`config.mk`:
```
export PLATFORM = sky130hd
export DESIGN_NAME = lm32_trace_buffer_flat
export DESIGN_NICKNAME = d
export VERILOG_FILES = /design/src/rtl/lm32_trace_buffer_if.sv /design/src/rtl/lm32_trace_buffer.sv /design/src/flat_wrapper.sv
export SDC_FILE = /design/constraint.sdc
export NUM_CORES = 1
export LEC_CHECK = 0
export ABC_AREA = 1
export CAP_MARGIN = 20
export CORE_UTILIZATION = 45
export CTS_BUF_LIST = sky130_fd_sc_hd__clkbuf_4
export DETAILED_ROUTE_END_ITERATION = 6
export HOLD_SLACK_MARGIN = 0.1
export PLACE_DENSITY_LB_ADDON = 0.15
export SYNTH_ARGS = -nofsm -noshare
export SYNTH_HDL_FRONTEND = slang
export SYNTH_SLANG_ARGS = --single-unit
```
`constraint.sdc`:
```
create_clock -name clk_i -period 13.5 [get_ports clk_i]
set_input_delay 2.025 -clock clk_i [delete_from_list [all_inputs] [get_ports clk_i]]
set_output_delay 2.025 -clock clk_i [all_outputs]
set_load 0.01 [all_outputs]
```
`src/rtl/lm32_trace_buffer_if.sv`:
```
// lm32_trace_buffer_if: request/valid drain port between the trace buffer
// (slave) and a debug host (master).
interface lm32_trace_buffer_if;
    logic        rd_req_i;
    logic        rd_valid_o;
    logic [29:0] rd_pc_o;
    logic [31:0] rd_inst_o;
    logic [15:0] rd_stamp_o;

    modport master (
        output rd_req_i,
        input  rd_valid_o, rd_pc_o, rd_inst_o, rd_stamp_o
    );

    modport slave (
        input  rd_req_i,
        output rd_valid_o, rd_pc_o, rd_inst_o, rd_stamp_o
    );
endinterface

```
`src/rtl/lm32_trace_buffer.sv`:
```
// lm32_trace_buffer: LM32 retired-instruction trace capture with arm/trigger/freeze
// control and a request/valid drain port. Optional macro: LM32_TRACE_CYCLE_STAMP_EN.
module lm32_trace_buffer #(
    parameter int DEPTH     = 16,
    parameter int POST_TRIG = 4
) (
    input  logic                   clk_i,
    input  logic                   rst_i,
    input  logic                   stall_x,
    input  logic                   stall_m,
    input  logic                   valid_w,
    input  logic                   kill_w,
    input  logic [31:0]            instruction_d,
    input  logic [29:0]            pc_w,
    input  logic                   arm_i,
    input  logic                   trig_i,
    input  logic                   clear_i,
    lm32_trace_buffer_if.slave     rd,
    output logic [$clog2(DEPTH):0] level_o,
    output logic                   wrapped_o,
    output logic [1:0]             state_o
);
    localparam int          AW         = $clog2(DEPTH);
    localparam logic [AW:0] LEVEL_FULL = (AW+1)'(DEPTH);
    localparam logic [7:0]  POST_CNT   = 8'(POST_TRIG);

    typedef enum logic [1:0] {
        S_IDLE   = 2'b00,
        S_RUN    = 2'b01,
        S_POST   = 2'b10,
        S_FROZEN = 2'b11
    } state_t;

    state_t        r_state;
    logic [31:0]   r_inst_x;
    logic [31:0]   r_inst_m;
    logic [31:0]   r_inst_w;
    logic [AW-1:0] r_wr_ptr;
    logic [AW-1:0] r_rd_ptr;
    logic [AW:0]   r_level;
    logic          r_wrapped;
    logic [7:0]    r_post_cnt;
    logic          r_rd_valid;
    logic [29:0]   r_rd_pc;
    logic [31:0]   r_rd_inst;
    logic [29:0]   r_mem_pc   [DEPTH];
    logic [31:0]   r_mem_inst [DEPTH];

    logic w_commit;
    logic w_capture;
    logic w_pop;
    logic w_full;

    assign w_commit  = valid_w & ~kill_w;
    assign w_capture = w_commit & ((r_state == S_RUN) | (r_state == S_POST)) & ~clear_i & ~rst_i;
    assign w_pop     = (r_state == S_FROZEN) & rd.rd_req_i & (r_level != '0) & ~clear_i & ~rst_i;
    assign w_full    = (r_level == LEVEL_FULL);

    // Re-create the D->X->M->W instruction shift so the word pairs with pc_w.
    always_ff @(posedge clk_i) begin
        if (rst_i) begin
            r_inst_x <= '0;
            r_inst_m <= '0;
            r_inst_w <= '0;
        end else begin
            if (!stall_x) r_inst_x <= instruction_d;
            if (!stall_m) r_inst_m <= r_inst_x;
            r_inst_w <= r_inst_m;
        end
    end

    // NOTE: the storage array is deliberately not reset; pointers and level decide which entries are live.
    always_ff @(posedge clk_i) begin
        if (w_capture) begin
            r_mem_pc[r_wr_ptr]   <= pc_w;
            r_mem_inst[r_wr_ptr] <= r_inst_w;
        end
    end

`ifdef LM32_TRACE_CYCLE_STAMP_EN
    logic [15:0] r_delta;
    logic [15:0] r_rd_stamp;
    logic [15:0] w_delta_inc;
    logic [15:0] r_mem_stamp [DEPTH];

    // The stored stamp counts the capture cycle itself, i.e. cycles since the previous capture/arm.
    assign w_delta_inc = (r_delta == 16'hFFFF) ? r_delta : r_delta + 16'd1;

    always_ff @(posedge clk_i) begin
        if (rst_i || clear_i) begin
            r_delta <= '0;
        end else if (w_capture || (r_state == S_IDLE && arm_i)) begin
            r_delta <= '0;
        end else begin
            r_delta <= w_delta_inc;
        end
    end

    always_ff @(posedge clk_i) begin
        if (w_capture) r_mem_stamp[r_wr_ptr] <= w_delta_inc;
    end

    always_ff @(posedge clk_i) begin
        if (rst_i) begin
            r_rd_stamp <= '0;
        end else if (w_pop) begin
            r_rd_stamp <= r_mem_stamp[r_rd_ptr];
        end
    end

    assign rd.rd_stamp_o = r_rd_stamp;
`else
    assign rd.rd_stamp_o = 16'd0;
`endif

    always_ff @(posedge clk_i) begin
        if (rst_i) begin
            r_state    <= S_IDLE;
            r_wr_ptr   <= '0;
            r_rd_ptr   <= '0;
            r_level    <= '0;
            r_wrapped  <= 1'b0;
            r_post_cnt <= '0;
            r_rd_valid <= 1'b0;
            r_rd_pc    <= '0;
            r_rd_inst  <= '0;
        end else if (clear_i) begin
            r_state    <= S_IDLE;
            r_wr_ptr   <= '0;
            r_rd_ptr   <= '0;
            r_level    <= '0;
            r_wrapped  <= 1'b0;
            r_post_cnt <= '0;
            r_rd_valid <= 1'b0;
        end else begin
            r_rd_valid <= w_pop;
            if (w_pop) begin
                r_rd_pc   <= r_mem_pc[r_rd_ptr];
                r_rd_inst <= r_mem_inst[r_rd_ptr];
                r_rd_ptr  <= r_rd_ptr + AW'(1);
                r_level   <= r_level - (AW+1)'(1);
            end
            // A full buffer drops its oldest entry to make room.
            if (w_capture) begin
                r_wr_ptr <= r_wr_ptr + AW'(1);
                if (w_full) begin
                    r_rd_ptr  <= r_rd_ptr + AW'(1);
                    r_wrapped <= 1'b1;
                end else begin
                    r_level <= r_level + (AW+1)'(1);
                end
            end
            case (r_state)
                S_IDLE: begin
                    if (arm_i) begin
                        r_state    <= S_RUN;
                        r_wr_ptr   <= '0;
                        r_rd_ptr   <= '0;
                        r_level    <= '0;
                        r_wrapped  <= 1'b0;
                        r_post_cnt <= '0;
                    end
                end
                S_RUN: begin
                    if (trig_i) begin
                        if (POST_TRIG == 0) begin
                            r_state <= S_FROZEN;
                        end else begin
                            r_state    <= S_POST;
                            r_post_cnt <= POST_CNT;
                        end
                    end
                end
                S_POST: begin
                    if (w_capture) begin
                        r_post_cnt <= r_post_cnt - 8'd1;
                        if (r_post_cnt == 8'd1) r_state <= S_FROZEN;
                    end
                end
                default: r_state <= r_state;
            endcase
        end
    end

    assign rd.rd_valid_o = r_rd_valid;
    assign rd.rd_pc_o    = r_rd_pc;
    assign rd.rd_inst_o  = r_rd_inst;
    assign level_o       = r_level;
    assign wrapped_o     = r_wrapped;
    assign state_o       = r_state;
endmodule
```
`src/flat_wrapper.sv`:
```
// flat-port wrapper written by rule: the top's interface ports become plain ports
module lm32_trace_buffer_flat 
#(
    parameter int DEPTH     = 16,
    parameter int POST_TRIG = 4
)
  (clk_i, rst_i, stall_x, stall_m, valid_w, kill_w, instruction_d, pc_w, arm_i, trig_i, clear_i, level_o, wrapped_o, state_o, rd_rd_req_i, rd_rd_valid_o, rd_rd_pc_o, rd_rd_inst_o, rd_rd_stamp_o);
  lm32_trace_buffer_if rd_i ();
  input  logic clk_i;
  input  logic rst_i;
  input  logic stall_x;
  input  logic stall_m;
  input  logic valid_w;
  input  logic kill_w;
  input  logic [31:0] instruction_d;
  input  logic [29:0] pc_w;
  input  logic arm_i;
  input  logic trig_i;
  input  logic clear_i;
  output logic [$clog2(DEPTH):0] level_o;
  output logic wrapped_o;
  output logic [1:0] state_o;
  input wire logic [$bits(rd_i.rd_req_i)-1:0] rd_rd_req_i;
  output wire logic [$bits(rd_i.rd_valid_o)-1:0] rd_rd_valid_o;
  output wire logic [$bits(rd_i.rd_pc_o)-1:0] rd_rd_pc_o;
  output wire logic [$bits(rd_i.rd_inst_o)-1:0] rd_rd_inst_o;
  output wire logic [$bits(rd_i.rd_stamp_o)-1:0] rd_rd_stamp_o;
  assign rd_i.rd_req_i = rd_rd_req_i;
  assign rd_rd_valid_o = rd_i.rd_valid_o;
  assign rd_rd_pc_o = rd_i.rd_pc_o;
  assign rd_rd_inst_o = rd_i.rd_inst_o;
  assign rd_rd_stamp_o = rd_i.rd_stamp_o;
  lm32_trace_buffer #(.DEPTH(DEPTH), .POST_TRIG(POST_TRIG)) u_core (.clk_i(clk_i), .rst_i(rst_i), .stall_x(stall_x), .stall_m(stall_m), .valid_w(valid_w), .kill_w(kill_w), .instruction_d(instruction_d), .pc_w(pc_w), .arm_i(arm_i), .trig_i(trig_i), .clear_i(clear_i), .rd(rd_i), .level_o(level_o), .wrapped_o(wrapped_o), .state_o(state_o));
endmodule
```
Word level (Yosys, flattened, before mapping)
Memories as Yosys holds them, arrays and structs flattened. A register that Yosys moved wholly into a read port is not among the register bits. Cells that the tools add are included.

Register bits after elaboration: 121. Bits in writable memories: 992. Bits of input ports: 72. Output and inout port bits: 87. Word-level logic and storage cells: 73. Memories: 2.

Add/subtract/negate cells: 5. Eq/ne operators: 9. Mux-type cells: 28. Bitwise gates (word level): 12. Reductions and logical operators: 7.

Memories: u_core.r_mem_inst (words 16, bits a word 32, read ports 1, clocked after Yosys merged registers in 1, wr ports 1, line lm32_trace_buffer.sv:47) `logic [31:0] r_mem_inst [DEPTH];`; u_core.r_mem_pc (words 16, bits a word 30, read ports 1, clocked after Yosys merged registers in 1, wr ports 1, line lm32_trace_buffer.sv:46) `logic [29:0] r_mem_pc [DEPTH];`.

Operator list (number): $mux W4 (8); $mux W5 (5); $mux W8 (3); $pmux W8 S3 (1); $add A4 B1 Y4 const B (2); $and A1 B1 Y1 (8); $eq A8 B1 Y1 const B (1); $mux W2 (4); $sub A8 B1 Y8 const B (1); $mux W1 (6); $ne A2 B2 Y1 const B (3); $pmux W2 S3 (1); $add A5 B1 Y5 const B (1); $eq A5 B5 Y1 const B (1); $reduce_and A5 Y1 (1); $reduce_bool A5 Y1 (1); $sub A5 B1 Y5 const B (1); $eq A2 B2 Y1 const B (2); $reduce_and A4 Y1 (1); $not A1 Y1 (3); $reduce_bool A3 Y1 (1); $eq A2 B1 Y1 const B (1); $logic_not A2 Y1 (1); $ne A2 B1 Y1 const B (1); other kinds (3) (3).

Logic depth before layout (Yosys ltp)
Depth in word-level cells: 10. Depth in mapped cells: 12. Mapped depth without buffers: 12.

Worst setup path after synthesis
OpenSTA, ideal clock, no wires.

Path kind: input -> register. Start: input port valid_w. End: memory u_core.r_mem_inst[15][0], enable pin. Setup time: 635 ps. Arrival time: 8211 ps. Required time: 12865 ps. Slack: 4654 ps. Cell stages on the path: 4. Buffers on the path: 0. Cells stage by stage: nand2_1 nor2_1 nand2_1 nor4_1.

Cells in the longest elaborated chain, start to end: 6.

Ends and longest elaborated chain: from (decl) (line flat_wrapper.sv:13) `input logic valid_w;`; $and A1 B1 Y1 (line lm32_trace_buffer.sv:54) `assign w_commit = valid_w & ~kill_w;`; $and A1 B1 Y1 (3 in series) (line lm32_trace_buffer.sv:55) `assign w_capture = w_commit & ((r_state == S_RUN) | (r_state == S_POST)) & ~clear_i & ~rst_i;`; $mux W1 (line lm32_trace_buffer.sv:74) `if (w_capture) begin`; $mux W1 (implied by the code) (line lm32_trace_buffer.sv:76) `r_mem_inst[r_wr_ptr] <= r_inst_w;`; to (decl) (line lm32_trace_buffer.sv:47).

No other way between the ends.

Worst setup path in the final report
Start: input port rst_i. End: memory u_core.r_mem_inst[10][31], enable pin.

Cells in the longest elaborated chain, start to end: 4.

Ends and longest elaborated chain: from (decl) (line flat_wrapper.sv:10) `input logic rst_i;`; $not A1 Y1 (line lm32_trace_buffer.sv:55); $and A1 B1 Y1 (line lm32_trace_buffer.sv:55); $mux W1 (line lm32_trace_buffer.sv:74); $mux W1 (implied by the code) (line lm32_trace_buffer.sv:76).

No other way between the ends.

==> impl_metrics.json <==
{
  "cts_buffers": 327,
  "path_max_fanout": 65,
  "ys_ff_latch": 1175,
  "p_per_area_nw_per_um2": 131,
  "place.gp.congestion": 0.783,
  "synth_cells": 4792,
  "netlist_area_sq_um": 48700,
  "max_cap_viol_count": 0,
  "grt-ovfl-total": 0,
  "cts_root_buffer": "clkbuf_4",
  "grt_usage": 0.231,
  "seq_area_frac_synth": 0.687,
  "setup_viol": 0,
  "crit_start": "rst_i",
  "vias_per_cell": 4.97,
  "status": "completed",
  "endpoint": "u_core.r_mem_inst[10][31]",
  "core_area_sq_um": 107000,
  "dieArea_sq_um": 110000,
  "period_needed_ps": 4760,
  "cts.clk_slew.worst_paths_ps": 60,
  "worst_r2r_path_depth": 11,
  "area_delta_synth_final_pct": 13.0,
  "cpLargestDelayFamily": "simple AND/OR/NAND/NOR gates",
  "max_stage_delay_ps": 940,
  "yosys_warnings": 0,
  "die_w_um": 331,
  "required_ps": 14240,
  "rsz0062_at_grt": "false",
  "total_power_w": 0.00722,
  "drc": 0,
  "r2r_start": "u_core.r_rd_ptr[0]",
  "crit_buf_inv": 3,
  "criticalPathCategory": "primary input to flop",
  "yosys.area.top_type": "edfxtp_1",
  "row_count": 120,
  "grt_max_degree": 187,
  "crit_path_cell_trace": "buf_4 > inv_2 > nand2_2 > nor2_2 > nand3_1 > nor2_4 > buf_4",
  "p_leak_nw": 23.0,
  "nets": 5136,
  "post_cts_resized": 0,
  "drtIter0Drc": 2656,
  "arrival_ps": 5500,
  "hold_violations": 0,
  "htreeDepth": 5,
  "cpMaxStageDelayCell": "nor2_4",
  "worst_pin_slew_ps": 1140,
  "end_kind": "flop",
  "startpoint_type": "primary input",
  "drive_gt1_frac": 0.112,
  "tns_ps": 0,
  "dieHeight_um": 331,
  "synth_top_area_frac": 0.612,
  "clockBufferDepth": 4,
  "rrSetupSlack_ps": 9570,
  "grt_pass1_wl_um": 190000,
  "ir_drop_mv": 0.0579,
  "syn_avg_cell_area_sq_um": 10.2,
  "synth.area.top_cells": "edfxtp_1 (61%), nand2_1 (12%), dfxtp_1 (7.5%)",
  "path_depth": 7,
  "start_util": 0.454,
  "finalWirelength_um": 126000,
  "clkSinkCount": 1175,
  "io_pins": 159,
  "crit_top_cell": "buf_4",
  "clock_latency_ps": 1190,
  "vias": 33300,
  "final_max_slew_viol_count": 0,
  "detail_route.first_pass.iterations": 5,
  "routedWlPerCell_um": 18.8,
  "cts_hold_buf": 0,
  "worstReg2RegEnd": "u_core.rd.rd_pc_o[9]",
  "worstHoldPathCells": 2,
  "post_synth_num_cell_types": 30,
  "post-cts-setup-buffer-count": 0,
  "hold_path.class": "flop to flop",
  "first_global_vias": 31900,
  "hpwl_um": 64200,
  "fin_skew_ps": 102,
  "antenna_found_initial": 3,
  "relSlewSlack": 0.237,
  "period_share": 0.353,
  "portBuffers": 142,
  "ant_nets": 0,
  "cts_tree": "built",
  "max_freq_ghz": 0.210
}
-- layout make-up --
type / count / area [sq um]
diodes: 3 / 7.51
clock inverters: 67 / 327
inverters: 636 / 2420
clock buffers: 497 / 3730
flip-flops and latches: 1175 / 33500
well taps: 1403 / 1760
multi-input cells: 2730 / 11600
fillers: 9816 / 52200
repair buffers: 180 / 1720
-- through the flow --
step	instances	hold slack [ps]	utilization	instance area, sq um	worst slack, ps
floorplan	4807	410	-	48800	4650
global placement	6124	418	0.475	51000	7630
detailed placement	6124	420	0.475	51000	7550
CTS	6688	371	0.513	55000	8780
global route	6690	390	0.513	55000	8550
finish	6691	384	0.513	55000	8740
-- cell usage after synthesis --
master	number
conb_1	1
inv_4	2
nor2_2	1
buf_6	25
nor2_1	261
xor2_1	2
edfxtp_1	992
buf_2	124
nor4_1	1
o21ai_2	1
ha_1	14
buf_4	25
nor2_4	2
dfxtp_1	183
nand3_1	697
or2_1	1
nand4_1	4
nand2_4	1
a21oi_1	49
nor3_1	4
buf_1	22
nand2_2	3
o21ai_0	79
inv_1	629
clkbuf_1	70
o211ai_1	1
nor3b_1	2
or2_2	1
inv_2	5
nand2_1	1590
-- worst min-delay path by stage --
stage                                   start                  end  slack, ps
final                      u_core.r_inst_m[9]   u_core.r_inst_w[9]        380
after CTS                  u_core.r_inst_m[9]   u_core.r_inst_w[9]        370
after global routing       u_core.r_inst_m[9]   u_core.r_inst_w[9]        390
after global placement    u_core.r_inst_m[17]  u_core.r_inst_w[17]        420
after floorplan           u_core.r_inst_m[10]  u_core.r_inst_w[10]        410
after detailed placement  u_core.r_inst_m[17]  u_core.r_inst_w[17]        420
-- where the power goes --
group,internal [W],leakage [nW],switching [W],total [W]
Combinational,0.0000374,10.0,0.0000752,0.000113
Clock,0.00171,2.46,0.00143,0.00314
Sequential,0.00394,10.5,0.0000287,0.00397
-- layout by cell type (no fill, tap or decap), types with 2 or more instances in the layout --
master,synthesis,layout
dfxtp_4,0,4
dfxtp_1,183,179
nand4_1,4,4
nor3b_1,2,2
nor3_1,4,4
inv_2,5,10
inv_6,0,2
nand2_1,1590,1590
nor2_1,261,246
clkinv_2,0,8
buf_12,0,2
xor2_1,2,2
bufinv_16,0,2
ha_1,14,14
clkdlybuf4s50_1,0,140
clkinvlp_4,0,2
nand3_1,697,697
a21oi_1,49,49
clkinv_1,0,46
buf_4,25,37
inv_1,629,629
o21ai_0,79,79
clkbuf_4,0,497
edfxtp_1,992,992
conb_1,1,16
nor2_4,2,17
diode_2,0,3
nand2_2,3,3
-- cell families (layout without fill, tap and decap cells) --
kind of cell,Yosys count,in the layout,synth area share
flip-flops,1175,1175,0.687
AO/OA/AOI/OAI,130,130,0.0135
XOR/XNOR,2,2,0.000360
other,1,19,0.0000770
adder cells (fa/ha/maj),14,14,0.00360
buffers and inverters,902,1380,0.0786
AND/OR/NAND/NOR,2568,2568,0.217
-- sequential cells by signal, indices dropped and copies added (netlist names), 2 cells and up --
register and count:
u_core.r_inst_x 32, u_core.r_inst_w 32, u_core.r_rd_ptr 4, u_core.r_mem_inst 512, u_core.rd.rd_pc_o 30, u_core.r_mem_pc 480, u_core.r_post_cnt 8, u_core.state_o 2
u_core.r_wr_ptr 4, u_core.r_inst_m 32, u_core.level_o 5, u_core.rd.rd_inst_o 32
-- worst register-to-register path: cells and delay by family, from the launching register on --
kind                   cells  cell delay [ps]
DFF                        1              600
and+or+nand+nor            7              840
buffers and inverters      4             2400
-- per-layer routing --
layer	track usage	wire length, um	share of wire	up-vias
met5	0	0	0	-
met4	0.0762	2670	0.021	0
met3	0.0501	8630	0.069	178
met2	0.360	57600	0.46	1119
met1	0.322	56700	0.45	15800
li1	-	-	-	16200
(Power assumes the default switching activity.)
